### config.mk
export PLATFORM = sky130hd
export DESIGN_NAME = priority_encoder_iter
export DESIGN_NICKNAME = d
export VERILOG_FILES = /design/src/rtl/priority_encoder_pkg.sv /design/src/rtl/priority_encoder_core.sv /design/src/rtl/priority_encoder_iter.sv
export SDC_FILE = /design/constraint.sdc
export NUM_CORES = 1
export LEC_CHECK = 0
export ABC_AREA = 1
export CORE_MARGIN = 2
export CORE_UTILIZATION = 47
export DETAILED_ROUTE_END_ITERATION = 7
export GPL_TIMING_DRIVEN = 1
export PLACE_DENSITY_LB_ADDON = 0.08
export REMOVE_ABC_BUFFERS = 1
export SKIP_LAST_GASP = 1
export SYNTH_ARGS = -nofsm -noshare
export SYNTH_HDL_FRONTEND = slang
export SYNTH_HIERARCHICAL = 1
export SYNTH_SLANG_ARGS = --single-unit
### constraint.sdc
create_clock -name clk_150mhz_i -period 2.75 [get_ports clk_150mhz_i]
set_input_delay 0.6875 -clock clk_150mhz_i [delete_from_list [all_inputs] [get_ports clk_150mhz_i]]
set_output_delay 0.6875 -clock clk_150mhz_i [all_outputs]
set_load 0.01 [all_outputs]
### src/rtl/priority_encoder_pkg.sv
// Shared helpers for the iterating priority encoder.
// Holds the FSM state type and width-generic bit-scan functions. The functions
// work on a MAX_WIDTH-bit zero-extended operand. Callers cast the operand in
// and the result back out to their own width.
package priority_encoder_pkg;

  localparam int MAX_WIDTH = 64;

  typedef enum logic {
    IDLE = 1'b0,
    ITER = 1'b1
  } state_t;

  // Two's-complement trick: the lowest set bit is the only bit that survives v & -v.
  function automatic logic [MAX_WIDTH-1:0] lowest_onehot(input logic [MAX_WIDTH-1:0] v);
    return v & (~v + {{(MAX_WIDTH-1){1'b0}}, 1'b1});
  endfunction

  function automatic logic [MAX_WIDTH-1:0] highest_onehot(input logic [MAX_WIDTH-1:0] v);
    logic [MAX_WIDTH-1:0] r;
    r = '0;
    for (int i = 0; i < MAX_WIDTH; i++) begin
      if (v[i]) begin
        r    = '0;
        r[i] = 1'b1;
      end
    end
    return r;
  endfunction

  // OR of indices; exact for a one-hot input, 0 for a zero input.
  function automatic logic [5:0] onehot_to_idx(input logic [MAX_WIDTH-1:0] v);
    logic [5:0] idx;
    idx = '0;
    for (int i = 0; i < MAX_WIDTH; i++) begin
      if (v[i]) idx = idx | 6'(i);
    end
    return idx;
  endfunction

  function automatic logic [6:0] popcount(input logic [MAX_WIDTH-1:0] v);
    logic [6:0] cnt;
    cnt = '0;
    for (int i = 0; i < MAX_WIDTH; i++) begin
      cnt = cnt + {6'b0, v[i]};
    end
    return cnt;
  endfunction

endpackage

### src/rtl/priority_encoder_core.sv
// Combinational scan of one vector.
// Ports:
//   vec_i         vector to scan
//   lo_onehot_o   one-hot of the lowest set bit (0 if vec_i is zero)
//   hi_onehot_o   one-hot of the highest set bit (0 if vec_i is zero)
//   sel_onehot_o  lo or hi depending on LSB_FIRST
//   sel_idx_o     index of sel_onehot_o (0 if vec_i is zero)
//   last_o        vec_i has at most one set bit
//   cnt_o         number of set bits
module priority_encoder_core
  import priority_encoder_pkg::*;
#(
  parameter int  WIDTH     = 16,
  parameter bit  LSB_FIRST = 1'b1,
  localparam int IDX_W     = $clog2(WIDTH),
  localparam int CNT_W     = $clog2(WIDTH + 1)
) (
  input  logic [WIDTH-1:0] vec_i,
  output logic [WIDTH-1:0] lo_onehot_o,
  output logic [WIDTH-1:0] hi_onehot_o,
  output logic [WIDTH-1:0] sel_onehot_o,
  output logic [IDX_W-1:0] sel_idx_o,
  output logic             last_o,
  output logic [CNT_W-1:0] cnt_o
);

  logic [WIDTH-1:0] w_lo;
  logic [WIDTH-1:0] w_hi;
  logic [WIDTH-1:0] w_sel;

  always_comb begin
    w_lo  = WIDTH'(lowest_onehot(MAX_WIDTH'(vec_i)));
    w_hi  = WIDTH'(highest_onehot(MAX_WIDTH'(vec_i)));
    w_sel = LSB_FIRST ? w_lo : w_hi;
  end

  assign lo_onehot_o  = w_lo;
  assign hi_onehot_o  = w_hi;
  assign sel_onehot_o = w_sel;
  assign sel_idx_o    = IDX_W'(onehot_to_idx(MAX_WIDTH'(w_sel)));
  assign cnt_o        = CNT_W'(popcount(MAX_WIDTH'(vec_i)));
  // Clearing the lowest set bit leaves zero iff there was at most one bit.
  assign last_o       = (vec_i & (vec_i - WIDTH'(1))) == '0;

endmodule

### src/rtl/priority_encoder_iter.sv
// Accepts a vector, registers lowest/highest one-hot and popcount, then emits
// one beat per set bit (a single empty beat for a zero vector).
// Ports:
//   clk_150mhz_i, rst_i (async, active-high)
//   data_i/data_val_i/data_ready_o          input vector stream
//   data_left_o/data_right_o/ones_cnt_o     summary of the last accepted vector
//   bit_onehot_o/bit_idx_o/bit_last_o/bit_empty_o/bit_val_o/bit_ready_i  beat stream
//
// state | meaning
// IDLE  | waiting for a vector; data_ready_o=1 except the first cycle out of reset
// ITER  | emitting set bits of the pending register, one per beat handshake
module priority_encoder_iter
  import priority_encoder_pkg::*;
#(
  parameter int  WIDTH     = 16,
  parameter bit  LSB_FIRST = 1'b1,
  localparam int IDX_W     = $clog2(WIDTH),
  localparam int CNT_W     = $clog2(WIDTH + 1)
) (
  input  logic             clk_150mhz_i,
  input  logic             rst_i,
  input  logic [WIDTH-1:0] data_i,
  input  logic             data_val_i,
  output logic             data_ready_o,
  output logic [WIDTH-1:0] data_left_o,
  output logic [WIDTH-1:0] data_right_o,
  output logic [CNT_W-1:0] ones_cnt_o,
  output logic [WIDTH-1:0] bit_onehot_o,
  output logic [IDX_W-1:0] bit_idx_o,
  output logic             bit_last_o,
  output logic             bit_empty_o,
  output logic             bit_val_o,
  input  logic             bit_ready_i
);

  state_t           r_state;
  logic [WIDTH-1:0] r_pending;
  logic [WIDTH-1:0] r_left;
  logic [WIDTH-1:0] r_right;
  logic [CNT_W-1:0] r_cnt;
  logic             r_empty;
  logic             r_data_ready;
  logic             r_bit_val;

  logic [WIDTH-1:0] w_p_sel;
  logic [IDX_W-1:0] w_p_idx;
  logic             w_p_last;
  logic [WIDTH-1:0] w_unused_p_lo;
  logic [WIDTH-1:0] w_unused_p_hi;
  logic [CNT_W-1:0] w_unused_p_cnt;

  logic [WIDTH-1:0] w_c_lo;
  logic [WIDTH-1:0] w_c_hi;
  logic [CNT_W-1:0] w_c_cnt;
  logic [WIDTH-1:0] w_unused_c_sel;
  logic [IDX_W-1:0] w_unused_c_idx;
  logic             w_unused_c_last;

  logic             w_accept;
  logic             w_beat;

  // Scan of the pending register drives the beat stream.
  priority_encoder_core #(.WIDTH(WIDTH), .LSB_FIRST(LSB_FIRST)) u_pending_scan (
    .vec_i        (r_pending),
    .lo_onehot_o  (w_unused_p_lo),
    .hi_onehot_o  (w_unused_p_hi),
    .sel_onehot_o (w_p_sel),
    .sel_idx_o    (w_p_idx),
    .last_o       (w_p_last),
    .cnt_o        (w_unused_p_cnt)
  );

  // Scan of the incoming vector feeds the summary registers at accept.
  priority_encoder_core #(.WIDTH(WIDTH), .LSB_FIRST(LSB_FIRST)) u_capture_scan (
    .vec_i        (data_i),
    .lo_onehot_o  (w_c_lo),
    .hi_onehot_o  (w_c_hi),
    .sel_onehot_o (w_unused_c_sel),
    .sel_idx_o    (w_unused_c_idx),
    .last_o       (w_unused_c_last),
    .cnt_o        (w_c_cnt)
  );

  assign w_accept = data_val_i && r_data_ready;
  assign w_beat   = r_bit_val && bit_ready_i;

  always_ff @(posedge clk_150mhz_i or posedge rst_i) begin
    if (rst_i) begin
      r_state      <= IDLE;
      r_pending    <= '0;
      r_left       <= '0;
      r_right      <= '0;
      r_cnt        <= '0;
      r_empty      <= 1'b0;
      r_data_ready <= 1'b0;
      r_bit_val    <= 1'b0;
    end else begin
      case (r_state)
        IDLE: begin
          // Ready is held low for one cycle after reset release.
          r_data_ready <= 1'b1;
          if (w_accept) begin
            r_pending    <= data_i;
            r_left       <= w_c_lo;
            r_right      <= w_c_hi;
            r_cnt        <= w_c_cnt;
            r_empty      <= (data_i == '0);
            r_data_ready <= 1'b0;
            r_bit_val    <= 1'b1;
            r_state      <= ITER;
          end
        end
        ITER: begin
          if (w_beat) begin
            r_pending <= r_pending & ~w_p_sel;
            if (w_p_last) begin
              r_empty      <= 1'b0;
              r_bit_val    <= 1'b0;
              r_data_ready <= 1'b1;
              r_state      <= IDLE;
            end
          end
        end
        default: r_state <= IDLE;
      endcase
    end
  end

  assign data_ready_o = r_data_ready;
  assign data_left_o  = r_left;
  assign data_right_o = r_right;
  assign ones_cnt_o   = r_cnt;
  assign bit_val_o    = r_bit_val;
  // Beat fields are masked so that reset and IDLE present all-zero outputs
  // (an empty pending register would otherwise report last=1).
  assign bit_onehot_o = r_bit_val ? w_p_sel : '0;
  assign bit_idx_o    = r_bit_val ? w_p_idx : '0;
  assign bit_last_o   = r_bit_val & w_p_last;
  assign bit_empty_o  = r_bit_val & r_empty;

endmodule

==> results of run 1 <==
==> worst max-delay path, cell delays in order <==
cell	delay, ns
clkdlybuf4s50_1	0.54
inv_1	0.12
fa_1	0.58
fa_2	0.45
fa_1	0.50
inv_2	0.04
ha_4	0.15
fa_2	0.34
xor2_1	0.14
inv_1	0.05
o21ai_1	0.11
==> layout by cell type (no fill, tap or decap), types with 3 or more instances in the layout <==
cell / n
dlygate4sd2_1: 10
nor3_1: 10
ha_4: 4
buf_4: 42
fa_1: 7
nand3_1: 20
buf_2: 9
nand4_1: 8
o21ai_0: 34
nor2_2: 24
ha_1: 7
clkdlybuf4s50_1: 53
nand2_1: 140
nor2_1: 52
o21ai_1: 9
clkbuf_8: 11
nand2_4: 3
nand3_2: 5
inv_2: 19
nand2_2: 9
dlymetal6s2s_1: 3
nor4_1: 3
o22ai_1: 12
dfrtp_1: 56
nor2_4: 12
buf_6: 6
inv_1: 139
fa_2: 3
==> through the flow <==
step / utilization / worst slack (ns) / instances
after global placement: 0.5939 / -1.544 / 807
after floorplan: - / -0.9400 / 587
after global routing: 0.6402 / -0.7990 / 836
final: 0.6402 / -0.7118 / 836
after detailed placement: 0.5939 / -1.538 / 807
after CTS: 0.6346 / -0.8080 / 835
==> registers in the layout, summed over array words and instances (netlist names) <==
register,count
bit_val_o,1
data_left_o,16
data_ready_o,1
data_right_o,16
ones_cnt_o,5
r_empty,1
r_pending,16
r_state,1
==> power groups by stage <==
stage | clock (uW) | sequential [uW] | combinational [uW]
3_5_place_dp | 0 | 1330 | 2300
4_1_cts | 825 | 1320 | 2550
3_3_place_gp | 0 | 1320 | 2270
5_1_grt | 862 | 1380 | 2910
6_report | 807 | 1330 | 2610
2_1_floorplan | 0 | 1320 | 1340
==> metal layers <==
metal  wire length, um  up-vias  GRT usage
li1                  -     2039          -
met1              5027     1872     0.3194
met2              5687       85     0.4210
met3               418       18    0.04146
met4               154        0    0.06744
met5                 0        -          0
==> repair_timing <==
| action | 4_1_cts | 5_1_grt |
|---|---|---|
| setup buffers | 13 | 2 |
| resized for setup | 97 | 25 |
| pin swaps | 28 | 20 |
| hold buffers | 0 | 0 |
| endpoints found under the setup margin | 22 | 16 |
| hold endpoints to repair | 0 | 0 |
==> area by class of cell <==
cell class,instances,area (um^2),share of cell area
clock buffers,12,155.1,0.02765
clock inverters,3,40.04,0.007136
inverters,158,593.1,0.1057
multi-input cells,372,2146,0.3825
flip-flops and latches,57,1428,0.2545
well taps,108,135.1,0.02409
repair buffers,126,1114,0.1985
==> how the worst min path moves through the flow <==
stage,start,end
CTS,data_left_o[3],data_left_o[3]
finish,data_left_o[12],data_left_o[12]
detailed placement,data_left_o[3],data_left_o[3]
floorplan,r_empty,r_empty
global placement,data_left_o[0],data_left_o[0]
global route,data_left_o[3],data_left_o[3]
==> impl_metrics.csv, run 1 <==
group,metric,value,unit
pwr,power,4749,uW
sta,fmax,288.9,MHz
route,wl,11.29,mm
placed_design,place.gp.congestion,0.9588,
finish,antennaDiodeCount,0,
critical_path,cp-start-kind,"input port",
grt,antenna_found_initial,0,
clock_tree,cts_tree,"yes",
sta,hold_ws,0.4895,ns
floorplan,io_pins,81,
floorplan,core,8763,um^2
critical_path,cp-end-kind,"flip-flop",
worst_hold_path,hold_class,"flip-flop to flip-flop",
sta,worstMarginPinSlew,0.7115,ns
critical_path,reg2regPathDepth,6,
clock_tree,cts-root-buf,"clkbuf_8",
clock_tree,clk_pin_slew_worst_paths,0.07,ns
synthesis,avgSynthCellArea,6.878,um^2
placed_design,place_hpwl,8.675,mm
critical_path,worstSetupEndpoint,"ones_cnt_o[2]",
sta,finalCritPeriodShare,1.259,
sta,slew_viol_final,0,
critical_path,r2r_start,"bit_val_o",
critical_path,crit_type,"input port to flip-flop",
route,dr.pass1.iters,5,
grt,grt_pass1_wl,19.18,mm
grt,gr-total-overflow,0,
sta,period_needed,3.462,ns
sta,clock_skew,0.009488,ns
floorplan,start_util,0.4866,
critical_path,crit_fanout,2,
grt,track_usage,0.2448,
finish,syn_to_final_growth,31.57,%
route,drtAntennaViolNets,0,
pwr,power.share.combinational,0.549,
critical_path,reg2reg_to,"r_pending[4]",
outcome,status,"complete, but fails checks",
sta,rsz0062_at_grt,"yes",
finish,fill_cells,808,
placed_design,placed_area,5205,um^2
sta,relSlewSlack,0.5257,
finish,design_area,5610,um^2
sta,setup_tns,-3.040,ns
sta,worst_slack,-0.7118,ns
pwr,power_density,846.5,nW/um^2
pwr,power.internal,2700,uW
synthesis,syn-instance-count,620,
route,drt_iter0_drc,215,
route,num_vias,4014,
pwr,leakage,0.003011,uW
floorplan,die_h,99.25,um
critical_path,ff2ff_setup_slack,0.67,ns
sta,setup_viol,5,
clock_tree,cts_inserted_buffers,9,
floorplan,fp.dieW,99.25,um
pwr,p_sw_frac,0.4314,
critical_path,critPathArrivalTime,3.72,ns
route,drc_errors,0,
clock_tree,cts.path.max_buffers,2,
finish,nets,766,
worst_hold_path,min_path_cells,2,
clock_tree,clk_latency,0.33,ns
clock_tree,htreeDepth,3,
critical_path,required,3.01,ns
pwr,power_frac_seq,0.281,
pwr,ir_drop,0.5188,mV
synthesis,ys_warn_count,6,
critical_path,startpoint,"data_i[14]",
grt,grt_max_degree,41,
pwr,p_switching,2049,uW
finish,layout-drive-gt1-share,0.2157,
sta,finalHoldViolations,0,
synthesis,netlist_area,4264,um^2
route,viasPerCell,4.801,
floorplan,dieArea,9851,um^2
route,wl_per_cell,13.50,um
pwr,p_clk_frac,0.170,
outcome,violations,"negative setup slack",
job,cap_violations,0,
floorplan,rows,34,
grt,grt_pass1_vias,3972,
clock_tree,cts_sinks,57,
placed_design,numPortBuffers,80,
Power figures use the tool's default switching activity.
==> run 2, diff against run 1 <==
- TNS_END_PERCENT: not set -> 1
==> run 2 against run 1 <==
Effect of this change: the run still ends with negative setup slack left; largest cell class unchanged; largest power group unchanged; highest routed layer unchanged; critical endpoint unchanged; flip-flop and latch count unchanged; utilization decreased by 2.4 points; cell count decreased by 1.7%.
==> impl_metrics.csv, run 2 (synthesis results as in run 1) <==
group,metric,value,unit
floorplan,dieArea,9851,um^2
critical_path,crit_slowest_cell,"fa_1",
sta,setup_viol,21,
sta,worstMarginPinSlew,0.7153,ns
sta,slew_viol_final,0,
critical_path,crit_type,"input port to flip-flop",
pwr,p_sw_frac,0.4227,
sta,worst_slack,-0.7092,ns
clock_tree,cts_setup_buffers,0,
floorplan,core,8763,um^2
floorplan,die_h,99.25,um
route,wl_per_cell,13.37,um
floorplan,rows,34,
worst_hold_path,hold_class,"flip-flop to flip-flop",
critical_path,ff2ff_setup_slack,0.68,ns
job,cap_violations,0,
finish,syn_to_final_growth,26.58,%
pwr,power_frac_seq,0.295,
sta,rsz0062_at_grt,"yes",
placed_design,placed_area,5205,um^2
placed_design,numPortBuffers,80,
grt,grt_max_degree,41,
sta,relSlewSlack,0.5232,
placed_design,place.gp.congestion,0.9588,
critical_path,reg2reg_to,"r_pending[4]",
pwr,power.internal,2571,uW
critical_path,cp-start-kind,"input port",
finish,layout_common_cells,"145 x nand2_1, 144 x inv_1, 71 x clkdlybuf4s50_1",
sta,clock_skew,0.01017,ns
critical_path,cp_top_family,"adder cells",
placed_design,place_ws,-1.538,ns
sta,finalHoldViolations,0,
critical_path,critPathArrivalTime,3.72,ns
critical_path,cp-end-kind,"flip-flop",
clock_tree,clk_pin_slew_worst_paths,0.07,ns
pwr,ir_drop,0.5126,mV
finish,stdcell_count,822,
clock_tree,clk_latency,0.33,ns
clock_tree,cts_inserted_buffers,9,
critical_path,path_depth,11,
critical_path,r2r_start,"bit_val_o",
outcome,status,"complete, but fails checks",
finish,design_area,5398,um^2
clock_tree,cts_sinks,57,
placed_design,place_hpwl,8.675,mm
critical_path,cpPeakStageDelay,0.58,ns
critical_path,cp.buffers_inverters,4,
route,viasPerCell,4.776,
sta,finalCritPeriodShare,1.258,
route,num_vias,3926,
critical_path,startpoint,"data_i[14]",
clock_tree,cts-root-buf,"clkbuf_8",
sta,hold_ws,0.4894,ns
outcome,violations,"negative setup slack",
grt,track_usage,0.2401,
route,dr.pass1.iters,5,
grt,grt_pass1_wl,18.84,mm
grt,gr-total-overflow,0,
route,wl,10.99,mm
grt,grt_pass1_vias,3887,
clock_tree,cts.path.max_buffers,2,
sta,period_needed,3.459,ns
clock_tree,htreeDepth,3,
finish,fill_cells,826,
sta,fmax,289.1,MHz
critical_path,cp_cell_sequence,"clkdlybuf4s50_1, inv_1, fa_1, fa_2, fa_1, inv_2, ha_4, fa_2, xor2_1, inv_1, o21ai_1",
placed_design,dp.cells,807,
route,drc_errors,0,
pwr,p_switching,1882,uW
grt,antenna_found_initial,0,
sta,setup_tns,-5.647,ns
critical_path,reg2regPathDepth,6,
route,drt_iter0_drc,175,
finish,antennaDiodeCount,0,
critical_path,crit_fanout,2,
route,drtAntennaViolNets,0,
floorplan,fp.dieW,99.25,um
finish,mostFrequentLayoutCell,"nand2_1",
floorplan,start_util,0.4866,
pwr,power.share.combinational,0.524,
pwr,p_clk_frac,0.181,
finish,nets,752,
pwr,power_density,825.0,nW/um^2
critical_path,required,3.01,ns
clock_tree,cts_tree,"yes",
floorplan,io_pins,81,
critical_path,worstSetupEndpoint,"ones_cnt_o[2]",
finish,layout-drive-gt1-share,0.1555,
pwr,leakage,0.002823,uW
## run 2: cell types whose count changed in the layout (fill, tap and decap cells not counted), moves of 4 or more
cell             before  now
nor2_2               24   20
inv_2                19   14
nand2_1             140  145
inv_1               139  144
nor2_1               52   61
ha_1                  7   11
nor2_4               12    7
buf_4                42   31
buf_2                 9    5
clkdlybuf4s50_1      53   71
dlygate4sd2_1        10    0
## run 2: metrics by stage
step                power (uW)    util
floorplan                 2664       -
global placement          3589  0.5939
detailed placement        3624  0.5939
CTS                       4473  0.6151
global route              4854  0.6159
finish                    4453  0.6159
## run 2: repair_timing
| item | 4_1_cts | 5_1_grt |
|---|---|---|
| setup endpoints to repair | 22 | 22 |
| pin swaps | 12 | 7 |
| gates resized for setup | 43 | 7 |
| hold buffers | 0 | 0 |
## run 2: worst min-delay path by stage
| stage | to | start | cells after the start |
|---|---|---|---|
| after global placement | data_left_o[0] | data_left_o[0] | 2 |
| after detailed placement | data_left_o[3] | data_left_o[3] | 2 |
| after CTS | data_left_o[3] | data_left_o[3] | 2 |
| final | data_left_o[12] | data_left_o[12] | 2 |
| after global routing | data_left_o[3] | data_left_o[3] | 2 |
| after floorplan | r_empty | r_empty | 2 |
## run 2: tightest hold or removal path, stage by stage (launching register included)
cell and delay [ns]:
dfrtp_1 0.35, nand2_1 0.05, o21ai_0 0.06
## run 2: final cells by class
| type | instances | area (um^2) | share of cell area |
|---|---|---|---|
| Inverter | 158 | 593.1 | 0.1099 |
| Clock inverter | 3 | 40.04 | 0.007418 |
| Clock buffer | 12 | 155.1 | 0.02874 |
| Multi-Input combinational cell | 372 | 2021 | 0.3744 |
| Tap cell | 108 | 135.1 | 0.02503 |
| Sequential cell | 57 | 1426 | 0.2643 |
| Timing Repair Buffer | 112 | 1027 | 0.1903 |
## run 2: metal layers
metal  vias up  GRT usage  wire length, um
li1       2007          -                -
met1      1815     0.3166             4939
met5         -          0                0
met3        11    0.04076              450
met4         0    0.05690               93
met2        93     0.4137             5510
## run 2: power by group through the flow
stage               clock network [uW]  registers, uW  logic [uW]
floorplan                            0           1320        1340
global placement                     0           1320        2270
detailed placement                   0           1330        2300
CTS                                825           1310        2330
global route                       862           1360        2630
finish                             808           1310        2330
